File: config.mk
export PLATFORM = sky130hd
export DESIGN_NAME = gb_apu_frame_sequencer
export DESIGN_NICKNAME = d
export VERILOG_FILES = /design/src/rtl/gb_apu_pkg.sv /design/src/rtl/gb_apu_frame_tick_gen.sv /design/src/rtl/gb_apu_frame_sequencer.sv
export SDC_FILE = /design/constraint.sdc
export NUM_CORES = 1
export LEC_CHECK = 0
export ABC_CLOCK_PERIOD_IN_PS = 2400
export BUFFER_PORTS_ARGS = -buffer_cell sky130_fd_sc_hd__buf_2
export CAP_MARGIN = 5
export CELL_PAD_IN_SITES_DETAIL_PLACEMENT = 1
export CELL_PAD_IN_SITES_GLOBAL_PLACEMENT = 1
export CORE_AREA = 2 2 39 41
export CTS_BUF_LIST = sky130_fd_sc_hd__clkbuf_4 sky130_fd_sc_hd__clkbuf_8 sky130_fd_sc_hd__clkbuf_16
export DETAILED_ROUTE_END_ITERATION = 8
export DIE_AREA = 0 0 41 43
export GPL_TIMING_DRIVEN = 0
export HOLD_SLACK_MARGIN = 0.12
export PLACE_DENSITY = 0.57
export RECOVER_POWER = 50
export SYNTH_ARGS = -nofsm -noshare
export SYNTH_HDL_FRONTEND = slang
export SYNTH_SLANG_ARGS = --single-unit
File: constraint.sdc
create_clock -name clk -period 2.4 [get_ports clk]
set_input_delay 0.24 -clock clk [delete_from_list [all_inputs] [get_ports clk]]
set_output_delay 0.24 -clock clk [all_outputs]
set_load 0.05 [all_outputs]
File: src/rtl/gb_apu_pkg.sv
// Shared frame-sequencer constants, step type and strobe decode for the APU blocks.
package gb_apu_pkg;

    localparam int FS_STEPS        = 8;
    localparam int FS_SWEEP_STEP_A = 2;
    localparam int FS_SWEEP_STEP_B = 6;
    localparam int FS_ENV_STEP     = 7;

    typedef logic [2:0] fs_step_t;

    typedef struct packed {
        logic length;
        logic sweep;
        logic vol_env;
    } fs_strobe_t;

    // Strobes produced when the given step executes.
    function automatic fs_strobe_t fs_decode(input fs_step_t s);
        fs_strobe_t d;
        d.length  = ~s[0];
        d.sweep   = (s == fs_step_t'(FS_SWEEP_STEP_A)) || (s == fs_step_t'(FS_SWEEP_STEP_B));
        d.vol_env = (s == fs_step_t'(FS_ENV_STEP));
        return d;
    endfunction

endpackage

File: src/rtl/gb_apu_frame_tick_gen.sv
// 512 Hz step-event source: DIV falling-edge detect or internal prescaler,
// plus suppression of the first event after a power-on with the DIV bit high.
module gb_apu_frame_tick_gen #(
    parameter bit USE_INTERNAL_TIMER = 1'b0,
    parameter int CLK_DIVIDER        = 8192
) (
    input  logic clk,
    input  logic reset,
    input  logic apu_enable,
    input  logic div_bit,
    output logic ev
);

    localparam int PW = (CLK_DIVIDER > 1) ? $clog2(CLK_DIVIDER) : 1;

    logic          div_q;
    logic          en_q;
    logic          skip_first;
    logic [PW-1:0] prescaler;
    logic          ev_div;
    logic          ev_tmr;
    logic          raw_ev;

    assign ev_div = div_q & ~div_bit;
    assign ev_tmr = (prescaler == PW'(CLK_DIVIDER - 1));
    assign raw_ev = USE_INTERNAL_TIMER ? ev_tmr : ev_div;
    assign ev     = raw_ev & ~skip_first;

    always_ff @(posedge clk) begin
        if (reset) begin
            div_q <= 1'b0;
            en_q  <= 1'b1;
        end else begin
            div_q <= div_bit;
            en_q  <= apu_enable;
        end
    end

    always_ff @(posedge clk) begin
        if (reset || !apu_enable || ev_tmr)
            prescaler <= '0;
        else
            prescaler <= prescaler + 1'b1;
    end

    // en_q resets high so leaving reset with the APU already on is not a power-on.
    always_ff @(posedge clk) begin
        if (reset || !apu_enable || USE_INTERNAL_TIMER)
            skip_first <= 1'b0;
        else if (!en_q && div_bit)
            skip_first <= 1'b1;
        else if (raw_ev)
            skip_first <= 1'b0;
    end

endmodule

File: src/rtl/gb_apu_frame_sequencer.sv
// APU frame sequencer: 8-step counter emitting 1-cycle length, sweep and
// envelope strobes on each 512 Hz step event.
module gb_apu_frame_sequencer
    import gb_apu_pkg::*;
#(
    parameter bit USE_INTERNAL_TIMER = 1'b0,
    parameter int CLK_DIVIDER        = 8192
) (
    input  logic       clk,
    input  logic       reset,
    input  logic       apu_enable,
    input  logic       div_bit,
    output logic       clk_length_ctr,
    output logic       clk_sweep,
    output logic       clk_vol_env,
    output logic [2:0] step
);

    logic       ev;
    fs_strobe_t nxt;

    gb_apu_frame_tick_gen #(
        .USE_INTERNAL_TIMER (USE_INTERNAL_TIMER),
        .CLK_DIVIDER        (CLK_DIVIDER)
    ) u_tick (
        .clk        (clk),
        .reset      (reset),
        .apu_enable (apu_enable),
        .div_bit    (div_bit),
        .ev         (ev)
    );

    assign nxt = fs_decode(fs_step_t'(step));

    // Power-off wins over a coincident event; step wraps naturally at 3 bits.
    always_ff @(posedge clk) begin
        if (reset || !apu_enable) begin
            step           <= '0;
            clk_length_ctr <= 1'b0;
            clk_sweep      <= 1'b0;
            clk_vol_env    <= 1'b0;
        end else if (ev) begin
            step           <= step + 3'd1;
            clk_length_ctr <= nxt.length;
            clk_sweep      <= nxt.sweep;
            clk_vol_env    <= nxt.vol_env;
        end else begin
            clk_length_ctr <= 1'b0;
            clk_sweep      <= 1'b0;
            clk_vol_env    <= 1'b0;
        end
    end

endmodule

=== Yosys cells after proc, flatten, opt, wreduce, memory -nomap -nowiden ===
Index checks and enable logic that the tools add are counted.

* Flip-flop bits (word level): 9
* Output and inout bits: 6
* Logic and storage cells: 26

* Reduce and logical (&&, ||, !) cells: 7
* Bitwise operators: 6
* Equality and inequality tests: 3
* Add/subtract/negate cells: 1
* Mux-type cells: 2

{| class="wikitable"
|+ Operators by type and width
! operator !! number
|-
| $eq 3x3->1 const B || 2
|-
| $not 1->1 || 4
|-
| $add 3x1->3 const B || 1
|-
| $eq 3x2->1 const B || 1
|-
| $and 1x1->1 || 2
|-
| $logic_not 1->1 || 2
|-
| $logic_or 1x1->1 || 2
|-
| $mux 1 || 2
|-
| $reduce_bool 2->1 || 1
|-
| $reduce_or 2->1 || 1
|-
| $logic_and 1x1->1 || 1
|}

=== Longest topological paths before layout ===
* Depth after elaboration: 5
* Gate-level depth with buffers: 4

=== Cells and area by module ===
Synthesis repeated with hierarchy kept, for this count alone.

* Cells, all modules: 32
* Area, all modules: 364.1 um^2

{| class="wikitable"
|+ By module, submodules not included
! module !! times used !! sequential area each (um^2) !! cells an instance !! area an instance (um^2)
|-
| gb_apu_frame_sequencer || 1 || 120.1 || 22 || 244.0
|-
| gb_apu_frame_tick_gen || 1 || 60.1 || 10 || 120.1
|}

=== Worst setup path before layout ===
Ideal clock, no wire load.

* Kind: reg-to-reg
* Start point: reg step[1]
* End point: reg step[2]
* Period minus slack after synthesis: 1348 ps
* Data arrival time: 1218 ps
* Setup time: 130 ps
* Stages on the path, launching flop included: 5
* Slack: 1052 ps
* Cell sequence: dfxtp_1 ha_1 ha_1 nand3_1 o21ai_0

* Longest elaborated chain between the ends: 1

{| class="wikitable"
|+ Ends and longest elaborated chain
! item !! line !! source
|-
| from (decl) || gb_apu_frame_sequencer.sv:16 || <nowiki>output logic [2:0] step</nowiki>
|-
| from (signal assigned) || gb_apu_frame_sequencer.sv:43 || <nowiki>step <= step + 3'd1;</nowiki>
|-
| $add 3x1->3 || gb_apu_frame_sequencer.sv:43 ||
|}

No other way between the ends.
A chain may end at the register's enable or synchronous reset.

=== Final worst setup path ===
* Start point: reg u_tick.div_q
* End point: reg step[0]

* Longest elaborated chain between the ends: 2

{| class="wikitable"
|+ Ends and longest elaborated chain
! item !! line !! source
|-
| from (decl) || gb_apu_frame_tick_gen.sv:16 || <nowiki>logic div_q;</nowiki>
|-
| from (signal assigned) || gb_apu_frame_tick_gen.sv:34 || <nowiki>div_q <= div_bit;</nowiki>
|-
| $and 1x1->1 || gb_apu_frame_tick_gen.sv:24 || <nowiki>assign ev_div = div_q & ~div_bit;</nowiki>
|-
| $and 1x1->1 || gb_apu_frame_tick_gen.sv:27 || <nowiki>assign ev = raw_ev & ~skip_first;</nowiki>
|}

No other way between the ends.

==> results.toml <==
[run_status]
status = "finished clean"

[setup_path]
path_cells = "nor3b_1 > and3_1 > o21bai_1"
worst-setup-path-type = "register to register"
critPathSlowestCell = "nor3b_1"
ff2ff_path_depth = 3
required_ns = 2.59
cp.arrival_ns = 1.63
reg2reg_from = "u_tick.div_q"
start_kind = "register"
slowest_delay_ns = 0.65
crit_start = "u_tick.div_q"
cp_max_fo = 8
reg2reg_slack_ns = 0.95
cp-end-kind = "register"

[yosys]
synth_cells = 32
synth_fp_nets = 39
synth_most_common_cell = "dfxtp_1"
ys_types = 16
ys_seq_area_frac = 0.527
synth_edf_count = 0
ys_top_cells_by_count = "dfxtp_1, and3_1, ha_1"
yosysTopAreaCell = "dfxtp_1"
netlist_area_um2 = 342
yosysWarnings = 0
netlist.area_leader.share = 0.527
synth_seq_cells = 9
ys_top_cells_by_area = "dfxtp_1, ha_1, and3_1, nor3b_4, nor2b_1"
async_flop_share = 0
synthFlopType = "dfxtp_1"
avgSynthCellArea_um2 = 10.7

[floorplanning]
fp.dieW_um = 41
fp.dieH_um = 43
core-area_mm2 = 0.00138
start_util = 0.247
ioPinCount = 10
rows = 14
dieArea_mm2 = 0.00176

[route]
viasPerCell = 4.33
num_vias = 264
wl_per_cell_um = 10.8
drc = 0
drt_first_pass_iters = 1
wl_um = 659
first_iter_violations = 0
drtAntennaViolNets = 0

[clocking]
postCtsSetupRepairBufs = 0
cts_root_buf = "clkbuf_4"
cts_buffers = 3
clk-insertion-delay-late_ns = 0.25
htreeDepth = 1
path_clk_slew_ns = 0.06
cts_tree = "built"
post_cts_resized = 0
ctsHoldBuffers = 0
cts_max_path_buffers = 2
clock_sinks = 9

[timing]
setup_viol = 0
relSlewSlack = 0.479
hold_viol_final = 0
finClkSkew_ns = 0.000541
worst_pin_slew_ns = 0.780
hold_slack_ns = 0.196
drv_slew = 0
post-route-min-period_ns = 1.45
fin_ws_ns = 0.955
fmax_mhz = 692
rsz0062_at_grt = "false"
post-route-period-util = 0.602
finalSetupTns_ns = 0

[placement]
pre_cts_slack_ns = 1.30
dpl_cell_area_um2 = 407
dp_cells = 57
io_buffer_count = 9
dp_hpwl_um = 540
gp_congestion = 0.602

[power_and_ir_drop]
p_leak_nw = 0.199
p_per_area_mw_per_mm2 = 706
max-vdd-ir-drop_mv = 0.198
total_power_mw = 0.298

[cells_and_area]
drive_above_1_share = 0.244
fin_area_um2 = 422
n_antenna_cell = 0
syn_to_final_growth_pct = 23.4
final_nets = 53
fin_cells = 61
finish.utilization = 0.305

[global_route]
grt_max_degree = 9
grt_overflow = 0
antenna_found_initial = 0
grt_usage = 0.0957
grt_pass1_vias = 282
grt_pass1_wl_um = 1100

[run]
drv_cap = 0

[hold_path]
min_path_type = "input pin to register"
holdPathStages = 2
min_from = "apu_enable"
## state kept, by name, indices dropped and copies added, names as in the netlist
signal	flops
u_tick.skip_first	1
u_tick.en_q	1
clk_length_ctr	1
clk_vol_env	1
step	3
u_tick.div_q	1
clk_sweep	1
## layout make-up
| type | count | area (um2) |
|---|---|---|
| tap | 16 | 20.0 |
| fill | 171 | 962 |
| timing repair buffer | 9 | 41.3 |
| inverter | 2 | 7.51 |
| multi-input combinational | 21 | 143 |
| clock buffer | 4 | 30.0 |
| sequential | 9 | 180 |
## final timing paths
kind	to
max	step[0]
min	u_tick.en_q
max reg2reg	step[0]
min reg2reg	step[2]
## critical path, delay by kind of cell, from the launching register on
family | cells | cell delay, ns
flip-flops | 1 | 0.33
AO/OA/AOI/OAI | 1 | 0.11
AND/OR/NAND/NOR | 2 | 0.94
## per-layer routing
| layer | routed length, um | GRT usage |
|---|---|---|
| met5 | 0 | 0 |
| met4 | 0 | 0.0800 |
| met3 | 51 | 0.0314 |
| met2 | 351 | 0.156 |
| met1 | 256 | 0.0877 |
## power breakdown
| part | internal, mW | leakage, nW | switching [mW] |
|---|---|---|---|
| clock | 0.0753 | 0.0184 | 0.0511 |
| sequential | 0.153 | 0.0732 | 0.00161 |
| combinational | 0.00597 | 0.108 | 0.0111 |
## kinds of logic (layout without fill, tap and decap cells)
kind of cell    after synthesis  in the layout  share of synthesized area
fa+ha+maj                     3              3                      0.110
flops                         9              9                      0.527
buf+inv                       2             15                     0.0220
compound gates                5              5                     0.0879
simple gates                 13             13                      0.253
## cells in the final DEF, fill, tap and decap left out
cell type | synthesis | routed
nor3b_1 | 0 | 1
nand2b_1 | 1 | 1
a21oi_1 | 1 | 1
nor2b_1 | 2 | 2
buf_2 | 0 | 6
nand3_1 | 1 | 1
inv_1 | 2 | 2
a211oi_1 | 1 | 1
nand2_1 | 2 | 2
or2_2 | 1 | 1
and3_1 | 3 | 3
ha_1 | 3 | 3
o21ai_0 | 2 | 2
nor2_1 | 1 | 1
clkbuf_4 | 0 | 4
o21bai_1 | 1 | 1
clkbuf_1 | 0 | 3
or2b_1 | 1 | 1
dfxtp_1 | 9 | 9
Power figures use the tool's default switching activity.
